## src/rtl/write_back.sv

```systemverilog
// Write-back stage: W pipeline register, architectural register file,
// sticky halt flag and retired-instruction counter.
module write_back #(
    parameter int XLEN  = 64,
    parameter int NREGS = 15
) (
    input  logic            clk_i,
    input  logic            rst_i,
    input  logic            W_stall_i,
    input  logic            W_bubble_i,
    input  logic [3:0]      M_icode_i,
    input  logic [2:0]      M_stat_i,
    input  logic [XLEN-1:0] M_valE_i,
    input  logic [XLEN-1:0] m_valM_i,
    input  logic [3:0]      M_dstE_i,
    input  logic [3:0]      M_dstM_i,
    input  logic [3:0]      d_srcA_i,
    input  logic [3:0]      d_srcB_i,
    output logic [XLEN-1:0] d_rvalA_o,
    output logic [XLEN-1:0] d_rvalB_o,
    output logic [3:0]      W_dstE_o,
    output logic [3:0]      W_dstM_o,
    output logic [XLEN-1:0] W_valE_o,
    output logic [XLEN-1:0] W_valM_o,
    output logic [3:0]      W_icode_o,
    output logic [2:0]      stat_o,
    output logic            halted_o,
    output logic [31:0]     retire_cnt_o
);

    localparam logic [3:0] RNONE = 4'hF;
    localparam logic [3:0] INOP  = 4'h1;
    localparam logic [2:0] SAOK  = 3'd1;
    localparam logic [2:0] SHLT  = 3'd2;
    localparam logic [2:0] SADR  = 3'd3;
    localparam logic [2:0] SINS  = 3'd4;

    logic            w_valid_q;
    logic [3:0]      w_icode_q;
    logic [2:0]      w_stat_q;
    logic [XLEN-1:0] w_valE_q;
    logic [XLEN-1:0] w_valM_q;
    logic [3:0]      w_dstE_q;
    logic [3:0]      w_dstM_q;

    logic            halted_q;
    logic [31:0]     retire_cnt_q;
    logic            counted_q;

    logic [XLEN-1:0] regs_rd [NREGS];

    logic retire_ok;
    logic fault;

    assign retire_ok = w_valid_q && (w_stat_q == SAOK) && !halted_q;
    assign fault     = w_valid_q &&
                       ((w_stat_q == SHLT) || (w_stat_q == SADR) || (w_stat_q == SINS));

    // Stall has priority over bubble.
    always_ff @(posedge clk_i or posedge rst_i) begin
        if (rst_i) begin
            w_valid_q <= 1'b0;
            w_icode_q <= INOP;
            w_stat_q  <= SAOK;
            w_valE_q  <= '0;
            w_valM_q  <= '0;
            w_dstE_q  <= RNONE;
            w_dstM_q  <= RNONE;
        end else if (!W_stall_i) begin
            if (W_bubble_i) begin
                w_valid_q <= 1'b0;
                w_icode_q <= INOP;
                w_stat_q  <= SAOK;
                w_valE_q  <= '0;
                w_valM_q  <= '0;
                w_dstE_q  <= RNONE;
                w_dstM_q  <= RNONE;
            end else begin
                w_valid_q <= 1'b1;
                w_icode_q <= M_icode_i;
                w_stat_q  <= M_stat_i;
                w_valE_q  <= M_valE_i;
                w_valM_q  <= m_valM_i;
                w_dstE_q  <= M_dstE_i;
                w_dstM_q  <= M_dstM_i;
            end
        end
    end

    // One register per ID; port M is checked first so it wins on a shared destination.
    for (genvar gi = 0; gi < NREGS; gi++) begin : g_reg
        logic [XLEN-1:0] r_q;

        always_ff @(posedge clk_i or posedge rst_i) begin
            if (rst_i) begin
                r_q <= '0;
            end else if (retire_ok && (w_dstM_q == 4'(gi))) begin
                r_q <= w_valM_q;
            end else if (retire_ok && (w_dstE_q == 4'(gi))) begin
                r_q <= w_valE_q;
            end
        end

        assign regs_rd[gi] = r_q;
    end

    always_comb begin
        d_rvalA_o = '0;
        d_rvalB_o = '0;
        if ((d_srcA_i != RNONE) && (int'(d_srcA_i) < NREGS)) begin
            d_rvalA_o = regs_rd[d_srcA_i];
        end
        if ((d_srcB_i != RNONE) && (int'(d_srcB_i) < NREGS)) begin
            d_rvalB_o = regs_rd[d_srcB_i];
        end
    end

    // counted_q remembers that the instruction held in W was already counted.
    always_ff @(posedge clk_i or posedge rst_i) begin
        if (rst_i) begin
            retire_cnt_q <= '0;
            counted_q    <= 1'b0;
            halted_q     <= 1'b0;
        end else begin
            if (retire_ok && !counted_q) begin
                retire_cnt_q <= retire_cnt_q + 32'd1;
            end
            counted_q <= W_stall_i && (counted_q || retire_ok);
            if (fault) begin
                halted_q <= 1'b1;
            end
        end
    end

    assign W_dstE_o     = w_dstE_q;
    assign W_dstM_o     = w_dstM_q;
    assign W_valE_o     = w_valE_q;
    assign W_valM_o     = w_valM_q;
    assign W_icode_o    = w_icode_q;
    assign stat_o       = w_stat_q;
    assign halted_o     = halted_q;
    assign retire_cnt_o = retire_cnt_q;

endmodule

```

## config.mk

```make
export PLATFORM = sky130hd
export DESIGN_NAME = write_back
export DESIGN_NICKNAME = d
export VERILOG_FILES = /design/src/rtl/write_back.sv
export SDC_FILE = /design/constraint.sdc
export NUM_CORES = 2
export LEC_CHECK = 0
export CAP_MARGIN = 15
export CORE_ASPECT_RATIO = 1.4
export CORE_MARGIN = 8
export CORE_UTILIZATION = 54
export DETAILED_ROUTE_END_ITERATION = 12
export HOLD_SLACK_MARGIN = 0.06
export PLACE_DENSITY = 0.74
export SYNTH_ARGS = -nofsm -noshare
export SYNTH_HDL_FRONTEND = slang
export SYNTH_SLANG_ARGS = --single-unit
export TNS_END_PERCENT = 30
```

## constraint.sdc

```tcl
create_clock -name clk_i -period 40.7 [get_ports clk_i]
set_input_delay 8.14 -clock clk_i [delete_from_list [all_inputs] [get_ports clk_i]]
set_output_delay 8.14 -clock clk_i [all_outputs]
set_load 0.03 [all_outputs]
```

Word-level counts from Yosys, hierarchy flattened

Cells that the tools add are included.

Add/sub/neg operators: 1
Order comparisons: 4
Eq/ne operators: 34
Multiplexer cells: 45
Bitwise logic cells: 2
Reductions and logical operators: 59

Operators with widths:

| operator                                                         | count |
|---|---|
| 64-bit two-way mux                                               | 38 |
| 64-bit binary-select mux with 4-bit select                       | 2 |
| 4-bit == test (second input constant)                            | 14 |
| 1-bit logical AND                                                | 37 |
| 32-bit by 1-bit adder with 32-bit output (second input constant) | 1 |
| 4-bit by 3-bit == test with 1-bit output (second input constant) | 8 |
| 2-bit nonzero test                                               | 15 |
| 4-bit by 2-bit == test with 1-bit output (second input constant) | 4 |
| 4-bit two-way mux                                                | 3 |
| 5-bit >= comparator (second input constant)                      | 2 |
| 4-bit inverter with 5-bit output                                 | 2 |
| 4-bit by 1-bit == test with 1-bit output (second input constant) | 2 |
| 4-bit logical NOT                                                | 2 |
| 4-bit less-than comparator (second input constant)               | 2 |
| 4-bit != test (second input constant)                            | 2 |
| 3-bit by 2-bit == test with 1-bit output (second input constant) | 2 |
| 3-bit by 1-bit == test with 1-bit output (second input constant) | 1 |
| 3-bit == test (second input constant)                            | 1 |
| 1-bit logical OR                                                 | 3 |
| 3-bit two-way mux                                                | 1 |
| 1-bit logical NOT                                                | 2 |
| 1-bit two-way mux                                                | 1 |

Flip-flop bits (word level): 1,138
Bits of input ports: 155
Output and inout port bits: 304
Logic and storage cells: 170

Longest topological paths before layout

Word-level depth: 6
Mapped depth: 8
Depth with buffers taken out: 5

Worst setup path before layout

Ideal clock, no wire load.

Path kind: input-to-output
From: in d_srcB_i[0]
To: out d_rvalB_o[10]
Data arrival time: 10.061 ns
Required time: 32.560 ns
Slack: 22.499 ns
Cell stages on the path: 8
Path buffers: 5
Cells stage by stage: clkbuf_1 -> buf_2 -> buf_2 -> and3b_1 -> buf_2 -> clkbuf_1 -> a221oi_1 -> a21oi_1

Word-level cells in the longest chain between the ends: 5
Elaborated cells between the ends (all ways): 8
Classes of those cells: 1 x order compare; 1 x eq/ne; 4 x mux; 1 x bitwise; 1 x reduce/logical

RTL lines:

| item                                                   | RTL line | source |
|---|---|---|
| start, declared                                        | 18       | `input logic [3:0] d_srcB_i,` |
| 4-bit inverter with 5-bit output (implied by the code) | 114      | `d_rvalB_o = regs_rd[d_srcB_i];` |
| 64-bit binary-select mux with 4-bit select             | 114      |  |
| 64-bit two-way mux (implied by the code) (2 in a row)  | 114      |  |
| 64-bit two-way mux (*)                                 | 113      | `if ((d_srcB_i != RNONE) && (int'(d_srcB_i) < NREGS)) begin` |
| end, declared                                          | 20       | `output logic [XLEN-1:0] d_rvalB_o,` |

Mark *: on every way between the ends. The rest lies on a longest branch, timed or not. The select of a mux whose other input is x is not followed.

Final worst setup path

From: in d_srcB_i[2]
To: out d_rvalB_o[42]

The elaborated chain is that of the path after synthesis.

==> results.md <==
* Worst R2R Start: W_dstM_o[0]$_DFFE_PP1N_
* # hold bufs at CTS at 0
* Crit. End Element: output port
* # IOs at 459
* Clock Path Buffers at 3
* CP top delay family: buffers and inverters
* RSZ-0062 raised after global routing: false
* CTS buffer count at between 100 and 150
* TritonCTS clock tree: built
* Peak supply drop at 0.0334 mV
* Sequential share of power at 46.3%
* Flops & latches, synth at 1138
* Grt ovf at 0
* Starting Density at 54.2%
* Mapped Cells at approximately 6800
* Port bufs at 458
* Tcrit/Tclk final at 51.4%
* Final setup fails at 0
* Nets at 6871
* Top-count cell post-synth: nand2_1
* Max cap viols at 0
* Worst path bufs/invs at 4
* Storage cell area at 28500 µm²
* CP startpoint kind: input pin
* Die Span Y at ~430 µm
* Full die area at approximately 130000 µm²
* DR iter-0 viols at between 8000 and 9000
* Clk sink count at 1138
* Die W at 312 µm
* H-tree levels at 3
* Clk_skew at around 37 ps
* Ys async rst share at 100%
* Gpl congestion at 0.900
* Slowest-stage cell, CP: buf_4
* Status: finished, final reports clean
* Vias in the first global route at 60200
* Slowest cell delay on critical path at 820 ps
* Final ANT Viol Nets at 0
* Share of layout cells above drive strength 1 at a little under an eighth
* Clk pin slew, worst setup/hold paths at 60 ps
* Synth Flop Type: dfrtp_1
* Post-CTS setup buffer count at 0
* Clk network pwr share at between 30 and 40%
* Power per cell area at 40.9 nW/µm²
* Footprint of the multi-input gates at 34500 µm²
* Max-slew violations at 0
* Resized Gates After CTS at 0
* Clk Latency, worst-skew pair at around 760 ps
* Pint at 0.00211 W
* Critical-path cell list: buf_6, buf_4, and3b_4, buf_4, a221oi_1, a21oi_1, clkdlybuf4s50_1
* Core area at around 120000 µm²
* Most frequent CP cell: buf_4
* PnR Total Power at roughly 0.0030 W
* First-pass GRT wire length at 394 mm
* Hold_sp: retire_cnt_o[31]$_DFFE_PP0P_
* CP Data Required Time at approximately 33000 ps
* Synth warnings at 0
* Initial antenna violation count at 3
* CP Launch Point: d_srcB_i[2]
* Crit path kind: in -> out
* Top cells by area, synth: dfrtp_1 (43%), mux4_2 (8.8%), nand2_1 (6.7%)
* Yosys cell types at 58
* Syn Nets at 6975
* DR pass1 iterations at 7
* Switching Share at 30.6%
* Syn Area/Cell at 9.69 µm²
* Crit Path Max Fanout at 60
* Num rows at 152
* Worst Path Arrival at around 13000 ps
* Leakage power at 34.6 nW
* Synth top area share at between 40% and 50%
* Sum Neg Setup Slack at 0 ps
* Routed vias/inst at between 7 and 8
* Clock Tree Root: clkbuf_16
* Post-synth top cells: nand2_1 (1178), dfrtp_1 (1128), clkbuf_1 (703), nor2_1 (469), a31oi_1 (389)
* Min Tclk post-route at ~21000 ps
* Final Hold Vio Count at 0
* DR WL/cell at 31.9 µm
* Largest net degree at the start of global routing at 152
* Register area share after synthesis at 43.1%
* DRC Markers at 0
* Fill count at 9959
* Gr usage total at 38.5%
* Area Growth Syn to Fin at 12.7%
* Switching Power at 0.000931 W
* Max-slew headroom at a little under an eighth
* DRT Wirelength at 268 mm
* Post-DP HPWL at 149 mm
* Max Clk Rate at 0.0478 GHz
* Logic gate share of total power at 18.0%
* Post-synth EDFFs at 0
* Actual slew at the worst max-slew pin at around 1300 ps
* Vias at 60700
* Synthesized area at 66100 µm²
* Hold Crit Class: reg -> reg
* Dominant cell type by area after synthesis: dfrtp_1
[flip-flops by register name, indices dropped and copies added, names as in the netlist]
signal / count
g.r_q: 960
W_valE_o: 64
W_valM_o: 64
retire_cnt_o: 32
W_dstE_o: 4
W_dstM_o: 4
W_icode_o: 4
stat_o: 3
counted_q: 1
halted_o: 1
w_valid_q: 1
[path summary, 6_finish.rpt]
kind,slack (ps),endpoint,cells past startpoint
worst max register to register,36790,g_reg[1].r_q[34]$_DFFE_PP0P_,5
worst min register to register,490,retire_cnt_o[31]$_DFFE_PP0P_,1
max in group asynchronous,28770,W_valE_o[27]$_DFFE_PP0N_,6
worst max-delay path,19770,d_rvalB_o[42],7
worst min-delay path,490,retire_cnt_o[31]$_DFFE_PP0P_,1
min in group asynchronous,7890,W_valE_o[10]$_DFFE_PP0N_,2
[kinds of logic after synthesis]
group	Yosys count	share of synthesized area, %
compound gates	1887	20.5
xor+xnor	31	0.411
fa+ha+maj	1	0.0189
buf+inv	821	4.89
flops	1138	43.1
mux	707	15.8
simple gates	2234	15.2
[worst register-to-register path: stages, from the launching register on]
cell	delay (ps)
dfstp_2	720
nor4b_1	1020
and3_2	1020
buf_4	670
and2_1	260
a221o_1	140
[layer usage]
layer	track usage (%)	vias up	routed length, µm
met2	58.0	5152	117000
met5	0	-	12
met4	24.7	2	21000
met1	47.7	29500	92200
li1	-	24600	-
met3	12.5	1470	38500
[area by class of cell]
type / count / area share (%)
multi-input cells: 4860 / 46.3
well taps: 1617 / 2.72
clock buffers: 163 / 4.42
flip-flops and latches: 1138 / 38.3
inverters: 7 / 0.0454
clock inverters: 40 / 0.587
repair buffers: 594 / 7.61
diodes: 2 / 0.00672
[layout by cell type, fill, tap and decap left out, drive strengths merged, types with 14 or more instances in the layout]
| cell type | instances |
|---|---|
| nand2 | 1178 |
| dfrtp | 1128 |
| nor2 | 469 |
| clkdlybuf4s50 | 448 |
| a31oi | 389 |
| mux2i | 322 |
| nor2b | 270 |
| a22o | 257 |
| mux4 | 257 |
| a21o | 253 |
| a22oi | 197 |
| a21oi | 192 |
| clkbuf | 163 |
| o21ai | 146 |
| buf | 146 |
| nand2b | 136 |
| a211oi | 129 |
| mux2 | 128 |
| a221o | 126 |
| and2 | 69 |
| o221ai | 64 |
| o22ai | 63 |
| a221oi | 63 |
| nand4 | 24 |
| clkinv | 24 |
| xnor2 | 20 |
| nor3 | 16 |
| and3 | 14 |
[power by group through the flow]
stage	Sequential [W]	Clock, W	Combinational [W]
3_3_place_gp	0.00141	0	0.000528
4_1_cts	0.00140	0.00109	0.000543
2_1_floorplan	0.00137	0	0.000388
3_5_place_dp	0.00142	0	0.000541
5_1_grt	0.00142	0.00113	0.000585
6_report	0.00141	0.00109	0.000548
[per-stage QoR]
stage	worst slack [ps]	std cells	hold slack [ps]	area, µm²	util, %
6_report	19770	8421	486	74400	61.1
5_1_grt	19920	8419	505	74400	61.1
4_1_cts	20180	8419	494	74400	61.1
3_5_place_dp	20160	8216	475	70700	58.0
3_3_place_gp	20190	8215	462	70700	58.0
2_1_floorplan	528	6819	493	66100	-
Note: power is estimated with default switching activity, not from simulation.
